File: config.mk
export PLATFORM = sky130hd
export DESIGN_NAME = combination_lock_param
export DESIGN_NICKNAME = d
export VERILOG_FILES = /design/src/rtl/combination_lock_param.sv
export SDC_FILE = /design/constraint.sdc
export NUM_CORES = 1
export LEC_CHECK = 0
export ABC_AREA = 1
export BUFFER_PORTS_ARGS = -buffer_cell sky130_fd_sc_hd__buf_2
export CAP_MARGIN = 10
export CORE_MARGIN = 3
export CORE_UTILIZATION = 56
export CTS_CLUSTER_DIAMETER = 100
export DETAILED_ROUTE_END_ITERATION = 7
export PLACE_DENSITY = 0.79
export REMOVE_ABC_BUFFERS = 1
export SLEW_MARGIN = 5
export SYNTH_ARGS = -nofsm -noshare
export SYNTH_HDL_FRONTEND = slang
export SYNTH_SLANG_ARGS = --single-unit
File: constraint.sdc
create_clock -name Clk -period 2.9 [get_ports Clk]
set_input_delay 0.87 -clock Clk [delete_from_list [all_inputs] [get_ports Clk]]
set_output_delay 0.87 -clock Clk [all_outputs]
set_load 0.05 [all_outputs]
File: src/rtl/combination_lock_param.sv
// -----------------------------------------------------------------------------
// combination_lock_param
//
// Parametrised combination lock. A NUM_DIGITS-long code is entered one
// DIGIT_W-bit digit per rising edge of Enter. A wrong digit is only remembered
// in a mismatch flag, and the attempt is judged after the last digit, so the
// lock never reveals which digit was wrong. MAX_FAILS consecutive bad attempts
// put the lock into a timed LOCKOUT of LOCKOUT_CYCLES clocks. While open, the
// code can be re-programmed through a shadow register that is only committed
// once every digit has been entered.
//
// Ports:
//   Clk      in   system clock, rising edge
//   Reset_n  in   asynchronous active-low reset
//   Enter    in   digit-entry button level (debounced, synchronised upstream)
//   Digit    in   digit value sampled on a press
//   Program  in   level, request code programming while OPEN (hold to stay)
//   Relock   in   level, close the lock from OPEN or abort programming
//   state    out  LOCKED=00, OPEN=01, PROG=10, LOCKOUT=11
//   Lock     out  4'b1111 while OPEN or PROG, else 4'b0000
//   Alarm    out  high exactly while in LOCKOUT
//   Fails    out  consecutive failed-attempt count
// -----------------------------------------------------------------------------
module combination_lock_param #(
    parameter int DIGIT_W        = 4,
    parameter int NUM_DIGITS     = 3,
    parameter logic [NUM_DIGITS*DIGIT_W-1:0] DEFAULT_CODE = 12'hD79,
    parameter int MAX_FAILS      = 3,
    parameter int LOCKOUT_CYCLES = 16
) (
    input  logic                             Clk,
    input  logic                             Reset_n,
    input  logic                             Enter,
    input  logic [DIGIT_W-1:0]               Digit,
    input  logic                             Program,
    input  logic                             Relock,
    output logic [1:0]                       state,
    output logic [3:0]                       Lock,
    output logic                             Alarm,
    output logic [$clog2(MAX_FAILS+1)-1:0]   Fails
);

    localparam int CODE_W = NUM_DIGITS * DIGIT_W;
    localparam int IDX_W  = (NUM_DIGITS > 1) ? $clog2(NUM_DIGITS) : 1;
    localparam int TMR_W  = (LOCKOUT_CYCLES > 1) ? $clog2(LOCKOUT_CYCLES) : 1;
    localparam int FAIL_W = $clog2(MAX_FAILS + 1);

    localparam logic [IDX_W-1:0]  LAST_IDX  = IDX_W'(NUM_DIGITS - 1);
    localparam logic [TMR_W-1:0]  TMR_LOAD  = TMR_W'(LOCKOUT_CYCLES - 1);
    localparam logic [FAIL_W-1:0] FAIL_MAX  = FAIL_W'(MAX_FAILS);

    typedef enum logic [1:0] {
        ST_LOCKED  = 2'b00,
        ST_OPEN    = 2'b01,
        ST_PROG    = 2'b10,
        ST_LOCKOUT = 2'b11
    } state_t;

    // Digit 0 occupies the most-significant field of the code word.
    function automatic logic [DIGIT_W-1:0] get_digit(
        input logic [CODE_W-1:0] code,
        input logic [IDX_W-1:0]  idx
    );
        int lsb;
        lsb = (NUM_DIGITS - 1 - int'(idx)) * DIGIT_W;
        return code[lsb +: DIGIT_W];
    endfunction

    function automatic logic [CODE_W-1:0] set_digit(
        input logic [CODE_W-1:0]  code,
        input logic [IDX_W-1:0]   idx,
        input logic [DIGIT_W-1:0] dig
    );
        logic [CODE_W-1:0] res;
        int lsb;
        res = code;
        lsb = (NUM_DIGITS - 1 - int'(idx)) * DIGIT_W;
        res[lsb +: DIGIT_W] = dig;
        return res;
    endfunction

    state_t              state_q, state_d;
    logic [IDX_W-1:0]    idx_q, idx_d;
    logic                mism_q, mism_d;
    logic [FAIL_W-1:0]   fails_q, fails_d;
    logic [TMR_W-1:0]    timer_q, timer_d;
    logic [CODE_W-1:0]   code_q, code_d;
    logic [CODE_W-1:0]   shadow_q, shadow_d;
    logic                enter_q;
    logic [3:0]          lock_q, lock_d;
    logic                alarm_q, alarm_d;

    logic                press_s;
    logic                digit_miss_s;
    logic [FAIL_W:0]     fails_inc_s;
    logic [CODE_W-1:0]   shadow_wr_s;

    // Rising-edge detect on Enter; a held button yields exactly one press.
    assign press_s      = Enter & ~enter_q;
    assign digit_miss_s = (Digit != get_digit(code_q, idx_q));
    // One bit wider than Fails so the increment cannot wrap before compare.
    assign fails_inc_s  = {1'b0, fails_q} + {{FAIL_W{1'b0}}, 1'b1};
    assign shadow_wr_s  = set_digit(shadow_q, idx_q, Digit);

    // Next-state and datapath decode for the lock FSM.
    always_comb begin
        state_d  = state_q;
        idx_d    = idx_q;
        mism_d   = mism_q;
        fails_d  = fails_q;
        timer_d  = timer_q;
        code_d   = code_q;
        shadow_d = shadow_q;

        case (state_q)
            ST_LOCKED: begin
                if (press_s) begin
                    if (idx_q == LAST_IDX) begin
                        idx_d  = {IDX_W{1'b0}};
                        mism_d = 1'b0;
                        if (!(mism_q || digit_miss_s)) begin
                            state_d = ST_OPEN;
                            fails_d = {FAIL_W{1'b0}};
                        end else if (fails_inc_s < (FAIL_W+1)'(MAX_FAILS)) begin
                            fails_d = fails_inc_s[FAIL_W-1:0];
                        end else begin
                            fails_d = FAIL_MAX;
                            state_d = ST_LOCKOUT;
                            timer_d = TMR_LOAD;
                        end
                    end else begin
                        idx_d  = idx_q + IDX_W'(1);
                        mism_d = mism_q | digit_miss_s;
                    end
                end else begin
                    state_d = ST_LOCKED;
                end
            end

            ST_OPEN: begin
                if (Relock) begin
                    state_d = ST_LOCKED;
                    idx_d   = {IDX_W{1'b0}};
                    mism_d  = 1'b0;
                end else if (Program) begin
                    state_d  = ST_PROG;
                    idx_d    = {IDX_W{1'b0}};
                    shadow_d = code_q;
                end else begin
                    state_d = ST_OPEN;
                end
            end

            ST_PROG: begin
                if (Relock) begin
                    state_d = ST_LOCKED;
                    idx_d   = {IDX_W{1'b0}};
                    mism_d  = 1'b0;
                end else if (!Program) begin
                    state_d = ST_OPEN;
                    idx_d   = {IDX_W{1'b0}};
                end else if (press_s) begin
                    shadow_d = shadow_wr_s;
                    if (idx_q == LAST_IDX) begin
                        code_d  = shadow_wr_s;
                        state_d = ST_LOCKED;
                        idx_d   = {IDX_W{1'b0}};
                        mism_d  = 1'b0;
                    end else begin
                        idx_d = idx_q + IDX_W'(1);
                    end
                end else begin
                    state_d = ST_PROG;
                end
            end

            ST_LOCKOUT: begin
                idx_d = {IDX_W{1'b0}};
                // The exit edge is the one where the timer already reads 0,
                // which yields exactly LOCKOUT_CYCLES cycles in this state.
                if (timer_q == {TMR_W{1'b0}}) begin
                    state_d = ST_LOCKED;
                    fails_d = {FAIL_W{1'b0}};
                end else begin
                    timer_d = timer_q - TMR_W'(1);
                end
            end

            default: begin
                state_d = ST_LOCKED;
                idx_d   = {IDX_W{1'b0}};
                mism_d  = 1'b0;
            end
        endcase
    end

    // Output decode from the next state so the outputs can be registered.
    always_comb begin
        lock_d  = 4'b0000;
        alarm_d = 1'b0;
        if ((state_d == ST_OPEN) || (state_d == ST_PROG)) begin
            lock_d = 4'b1111;
        end else begin
            lock_d = 4'b0000;
        end
        if (state_d == ST_LOCKOUT) begin
            alarm_d = 1'b1;
        end else begin
            alarm_d = 1'b0;
        end
    end

    // State, datapath and output registers.
    always_ff @(posedge Clk or negedge Reset_n) begin
        if (!Reset_n) begin
            state_q  <= ST_LOCKED;
            idx_q    <= {IDX_W{1'b0}};
            mism_q   <= 1'b0;
            fails_q  <= {FAIL_W{1'b0}};
            timer_q  <= {TMR_W{1'b0}};
            code_q   <= DEFAULT_CODE;
            shadow_q <= {CODE_W{1'b0}};
            enter_q  <= 1'b0;
            lock_q   <= 4'b0000;
            alarm_q  <= 1'b0;
        end else begin
            state_q  <= state_d;
            idx_q    <= idx_d;
            mism_q   <= mism_d;
            fails_q  <= fails_d;
            timer_q  <= timer_d;
            code_q   <= code_d;
            shadow_q <= shadow_d;
            enter_q  <= Enter;
            lock_q   <= lock_d;
            alarm_q  <= alarm_d;
        end
    end

    assign state = state_q;
    assign Lock  = lock_q;
    assign Alarm = alarm_q;
    assign Fails = fails_q;

endmodule

# Word-level counts from Yosys, hierarchy flattened
# Cells that the tools add are included.
word_totals:
  regBits: 41
  in_bits: 9
  out_inout_bits: 9
  wordCells: 107
op_classes:
  n_addsub: 5
  order_cmp: 1
  n_eq_ne: 24
  n_shift: 3
  muxes: 48
  bitwise_logic: 4
  n_reduce_logical: 12
op_table:
  columns: ["cell", "count"]
  rows:
  - ["$mux W12", 5]
  - ["$mux W2", 22]
  - ["$neg A5 Y33", 1]
  - ["$shift A4 B33 Y12 const A", 1]
  - ["$shiftx A4 B33 Y12", 1]
  - ["$mux W4", 6]
  - ["$ne A2 B2 Y1 const B", 12]
  - ["$pmux W12 S2", 1]
  - ["$reduce_and A6 Y1", 3]
  - ["$pmux W2 S4", 2]
  - ["$bwmux W12", 1]
  - ["$ne A3 B3 Y1 const B", 4]
  - ["$shiftx A12 B5 Y4", 1]
  - ["$eq A2 B2 Y1 const B", 5]
  - ["$mux W1", 8]
  - ["$pmux W4 S2", 1]
  - ["$reduce_and A5 Y1", 1]
  - ["$eq A2 B1 Y1 const B", 2]
  - ["$logic_not A4 Y1", 1]
  - ["$ne A4 B4 Y1", 1]
  - ["$pmux W2 S2", 1]
  - ["$reduce_and A4 Y1", 1]
  - ["$reduce_bool A2 Y1", 2]
  - ["$sub A4 B1 Y4 const B", 1]
  - ["other kinds (11)", 13]

# Logic depth before layout (Yosys ltp)
logic_depth:
  depth_word: 11
  mapped_depth: 17
  mapped_depth_nobuf: 15

# Worst setup path after synthesis
# No wires, ideal clock.
synth_path:
  path_kind: "reg2reg"
  from: "reg idx_q[0]"
  to: "reg lock_q[2] (netlist: Lock[2])"
  setup_time_ps: 126
  t_arrival_ps: 2170
  setup_slack_ps: 604
  stages_incl_launch_ff: 18
  synth_period_minus_slack_ps: 2296
  path_cell_list: "dfrtp_1 -> buf_6 -> inv_2 -> ha_1 -> buf_4 -> nor2_4 -> nand2_1 -> nand3_1 -> nand2_1 -> nand2_1 -> nand2_1 -> nor2_1 -> nand3_1 -> nand2_1 -> nand2_1 -> nand2_1 -> nand2_1 -> ha_1"
synth_between:
  elab_chain_len: 11
  elab_cells_between_ends: 17
  cone_classes: "1 x add/sub; 4 x eq/ne; 1 x shift; 9 x mux; 2 x reduce/logical"
synth_lines:
  columns: ["item", "line_no", "text"]
  rows:
  - ["start: declaration", "83", "logic [IDX_W-1:0] idx_q, idx_d;"]
  - ["start signal: assignment", "217", "idx_q <= {IDX_W{1'b0}};"]
  - ["start signal: assignment", "228", "idx_q <= idx_d;"]
  - ["$sub A2 B2 Y3", "65", "lsb = (NUM_DIGITS - 1 - int'(idx)) * DIGIT_W;"]
  - ["$shiftx A12 B5 Y4", "66", "return code[lsb +: DIGIT_W];"]
  - ["$ne A4 B4 Y1", "100", "assign digit_miss_s = (Digit != get_digit(code_q, idx_q));"]
  - ["$logic_or A1 B1 Y1", "121", "if (!(mism_q || digit_miss_s)) begin"]
  - ["$mux W2", "121", null]
  - ["$mux W2", "118", "if (idx_q == LAST_IDX) begin"]
  - ["$mux W2", "117", "if (press_s) begin"]
  - ["$pmux W2 S4 *", "115", "case (state_q)"]
  - ["via state_d[1]", "82", "state_t state_q, state_d;"]
  - ["$eq A2 B1 Y1 or $eq A2 B2 Y1 (tied branches)", "201", "if ((state_d == ST_OPEN) || (state_d == ST_PROG)) begin"]
  - ["$logic_or A1 B1 Y1 *", "201", null]
  - ["$mux W4 *", "201", null]
  - ["end signal: assignment", "235", "lock_q <= lock_d;"]
  - ["end: declaration", "90", "logic [3:0] lock_q, lock_d;"]
# Mark *: on every way through the listed nets, which the timed path passes. The rest lies on a longest branch.
# A chain may end at the register's enable or synchronous reset.

# Final worst setup path
layout_path:
  from: "reg idx_q[1]"
  to: "reg lock_q[2] (netlist: Lock[2])"
# The elaborated chain is that of the path after synthesis.

==> out/qor.txt <==
Antenna violations before repair = 0
YS warnings = 0
Clock Path Buffers = 2
Hold Path Sink = code_q[5]
Sw Share = 0.435
Leakage = 1.28 nW
Part of the power in the clock network = 0.177
Layout area overhead = 7.60%
Wirelength, routed = 5080 um
Seq/Total Area, Yosys = 0.400
First drt pass iteration count = 4
Critical path class = flop to flop
Endpoints failing setup = 0
Vias in the first global route = 1,953
CP Data Required Time = 3080 ps
Hold depth = 2
Drt drc = 0
H-tree depth = 2
Die Wd = 71.5 um
Worst Skew = 4.27 ps
Hold path start = code_q[5]
Die height = 71.5 um
TritonCTS clock tree = built
Setup crit end kind = flop
Resize count post-CTS = 0
Min Tclk post-route = 2430 ps
Tightest Pin Transition = 840 ps
Data arrival, critical path = 2610 ps
FF-to-FF setup slack = 470 ps
RSZ-0062 raised after global routing = no
Fmax = 411 MHz
Worst R2R End = Lock[2]
TritonCTS sink count = 38
Clock root buffer = clkbuf_8
Initial core utilization = 0.592
Finished Cell Area = 0.00259 sq mm
Diode count = 0
Via-to-Cell Ratio = 5.50
Run status = completed
Netlist Area Pre-Place = 0.00240 sq mm
First-pass GRT wire length = 8980 um
Die area = 0.00511 sq mm
Comb power frac = 0.457
Largest cells by area after synthesis = dfrtp_1 (31%), nand2_1 (12%), dfstp_2 (8.7%)
Total of max-cap violations = 0
Nets = 352
# rows = 23
IO Count = 18
Top-area cell type share of the netlist area = 0.312
Synthesized area per cell = 7.70 sq um
Cts hold-fix bufs = 0
Hpwl dp = 3640 um
I/O Buffers = 17
Int Power = 1.21 mW
Flops & latches, synth = 38
Pwr/cell area = 826 mW/mm^2
Critical Path Source Type = flop
Worst-case reg-to-reg path depth = 15
Clock latency on the worst-skew pair = 290 ps
Dpl cells = 372
Initial DRC Count = 184
Final hold vios = 0
Share of cells above drive strength 1 = 0.148
Largest area contributor in the netlist = dfrtp_1
Design Power = 2.14 mW
Gpl congestion = 0.867
Crit-path max FO = 10
Placement Cell Area = 0.00250 sq mm
Netlist cell types = 32
# fillers = 350
Detailed-route via count = 2,089
Worst-path clk slew = 70 ps
Post-Route Setup TNS = 0 ps
Final ANT Viol Nets = 0
RR Startpoint = idx_q[1]
Mapped Cells = 312
Slew Limit Fails = 0
Core ar. = 0.00406 sq mm
Post CTS Setup Buffer Count = 0
HP Class = flop to flop
Final period util = 0.840
GR Overflow Total = 0
Largest net degree at the start of global routing = 39
Final cell count without fillers = 380
Avg WL per Cell = 13.4 um
Max_slew headroom = 0.440
Max IR drop VDD = 0.000444 V
Sequential fraction of design power = 0.366
Net Switching = 928 uW
TritonCTS Buffers = 5
Gr usage total = 0.223
-- state kept, by name (all words and copies together), names as in the netlist --
signal / flops
timer_q: 4
code_q: 12
idx_q: 2
state: 2
Lock: 1
Fails: 2
Alarm: 1
shadow_q: 12
enter_q: 1
mism_q: 1
-- placed cells by master (no fill, tap or decap), types with 2 or more instances in the layout --
cell type  synthesis  routed
nor3_1             7       7
dfrtp_1           30      30
ha_1              14      14
o22ai_1           17      17
inv_1             36      36
o21a_1             4       4
o211ai_1           4       4
o21ai_1            2       2
inv_2              4       4
a21oi_1           10      10
buf_4              5       4
clkbuf_1           1       2
nor2_4             2       2
nand3_1           28      28
nand2_1           77      77
nor2_1            32      32
clkbuf_8           0       6
dfstp_2            8       8
o21ai_0           14      14
buf_2              2      17
-- critical path: stages (launching register included) --
cell and delay [ps]:
dfrtp_1 410, inv_1 110, ha_1 440, nor2_4 180
nand2_1 60, nand3_1 90, nand2_1 60, nand2_1 60
nand2_1 40, nor2_1 140, nand3_1 180, nand2_1 110
nand2_1 50, nand2_1 50, nand2_1 60, ha_1 290
-- cell usage after synthesis, drive strengths merged --
master and instances:
o21a 4, ha 14, nand2 77, o21bai 1
o21ai 16, clkbuf 1, nand3 28, dfstp 8
o211ai 4, a211oi 2, a21oi 10, buf 10
nor2 36, nor4 1, a31oi 1, nand4 1
inv 41, or2 1, o22ai 17, xor2 1
dfrtp 30, nor3 8
-- kinds of logic (layout without fill, tap and decap cells) --
| kind of cell | after synthesis | count (layout) | synth area share |
|---|---|---|---|
| adders and majority gates | 14 | 14 | 0.0729 |
| AOI/OAI and AO/OA | 55 | 55 | 0.143 |
| buffers and inverters | 52 | 70 | 0.100 |
| xor gates and xnor gates | 1 | 1 | 0.00364 |
| and+or+nand+nor | 152 | 152 | 0.281 |
| DFF | 38 | 38 | 0.400 |
-- per-layer routing --
layer	GRT usage	routed length, um	vias to the layer above
li1	-	-	1047
met1	0.314	2450	980
met2	0.334	2290	54
met3	0.0505	259	8
met4	0.0898	74	0
met5	0	0	-
-- power by group through the flow --
| stage | clock network [mW] | logic (mW) | registers, mW |
|---|---|---|---|
| 3_3_place_gp | 0 | 0.944 | 0.782 |
| 5_1_grt | 0.406 | 1.10 | 0.801 |
| 2_1_floorplan | 0 | 0.659 | 0.873 |
| 6_report | 0.378 | 0.976 | 0.782 |
| 3_5_place_dp | 0 | 0.964 | 0.791 |
| 4_1_cts | 0.387 | 0.968 | 0.782 |
-- layout make-up --
class	count	area, sq um	area share
clock buffer	8	90.1	0.0348
inverter	41	156	0.0605
multi-input combinational	222	1200	0.464
sequential	38	961	0.372
tap	50	62.6	0.0242
timing repair buffer	21	115	0.0445
-- metrics by stage --
stage / utilization / worst slack (ps) / hold slack, ps
CTS: 0.637 / 457 / 489
floorplan: - / 465 / 453
finish: 0.637 / 465 / 487
global route: 0.637 / 157 / 512
global placement: 0.615 / 588 / 466
detailed placement: 0.615 / 472 / 477
-- how the worst max path moves through the flow --
stage / start / end / slack (ps)
after floorplan: state[0] / shadow_q[10] / 460
after global placement: idx_q[1] / Lock[2] / 590
after detailed placement: idx_q[1] / Lock[2] / 470
after CTS: idx_q[1] / Lock[2] / 460
after global routing: idx_q[1] / Lock[2] / 160
final: idx_q[1] / Lock[2] / 470
(Power assumes the default switching activity.)
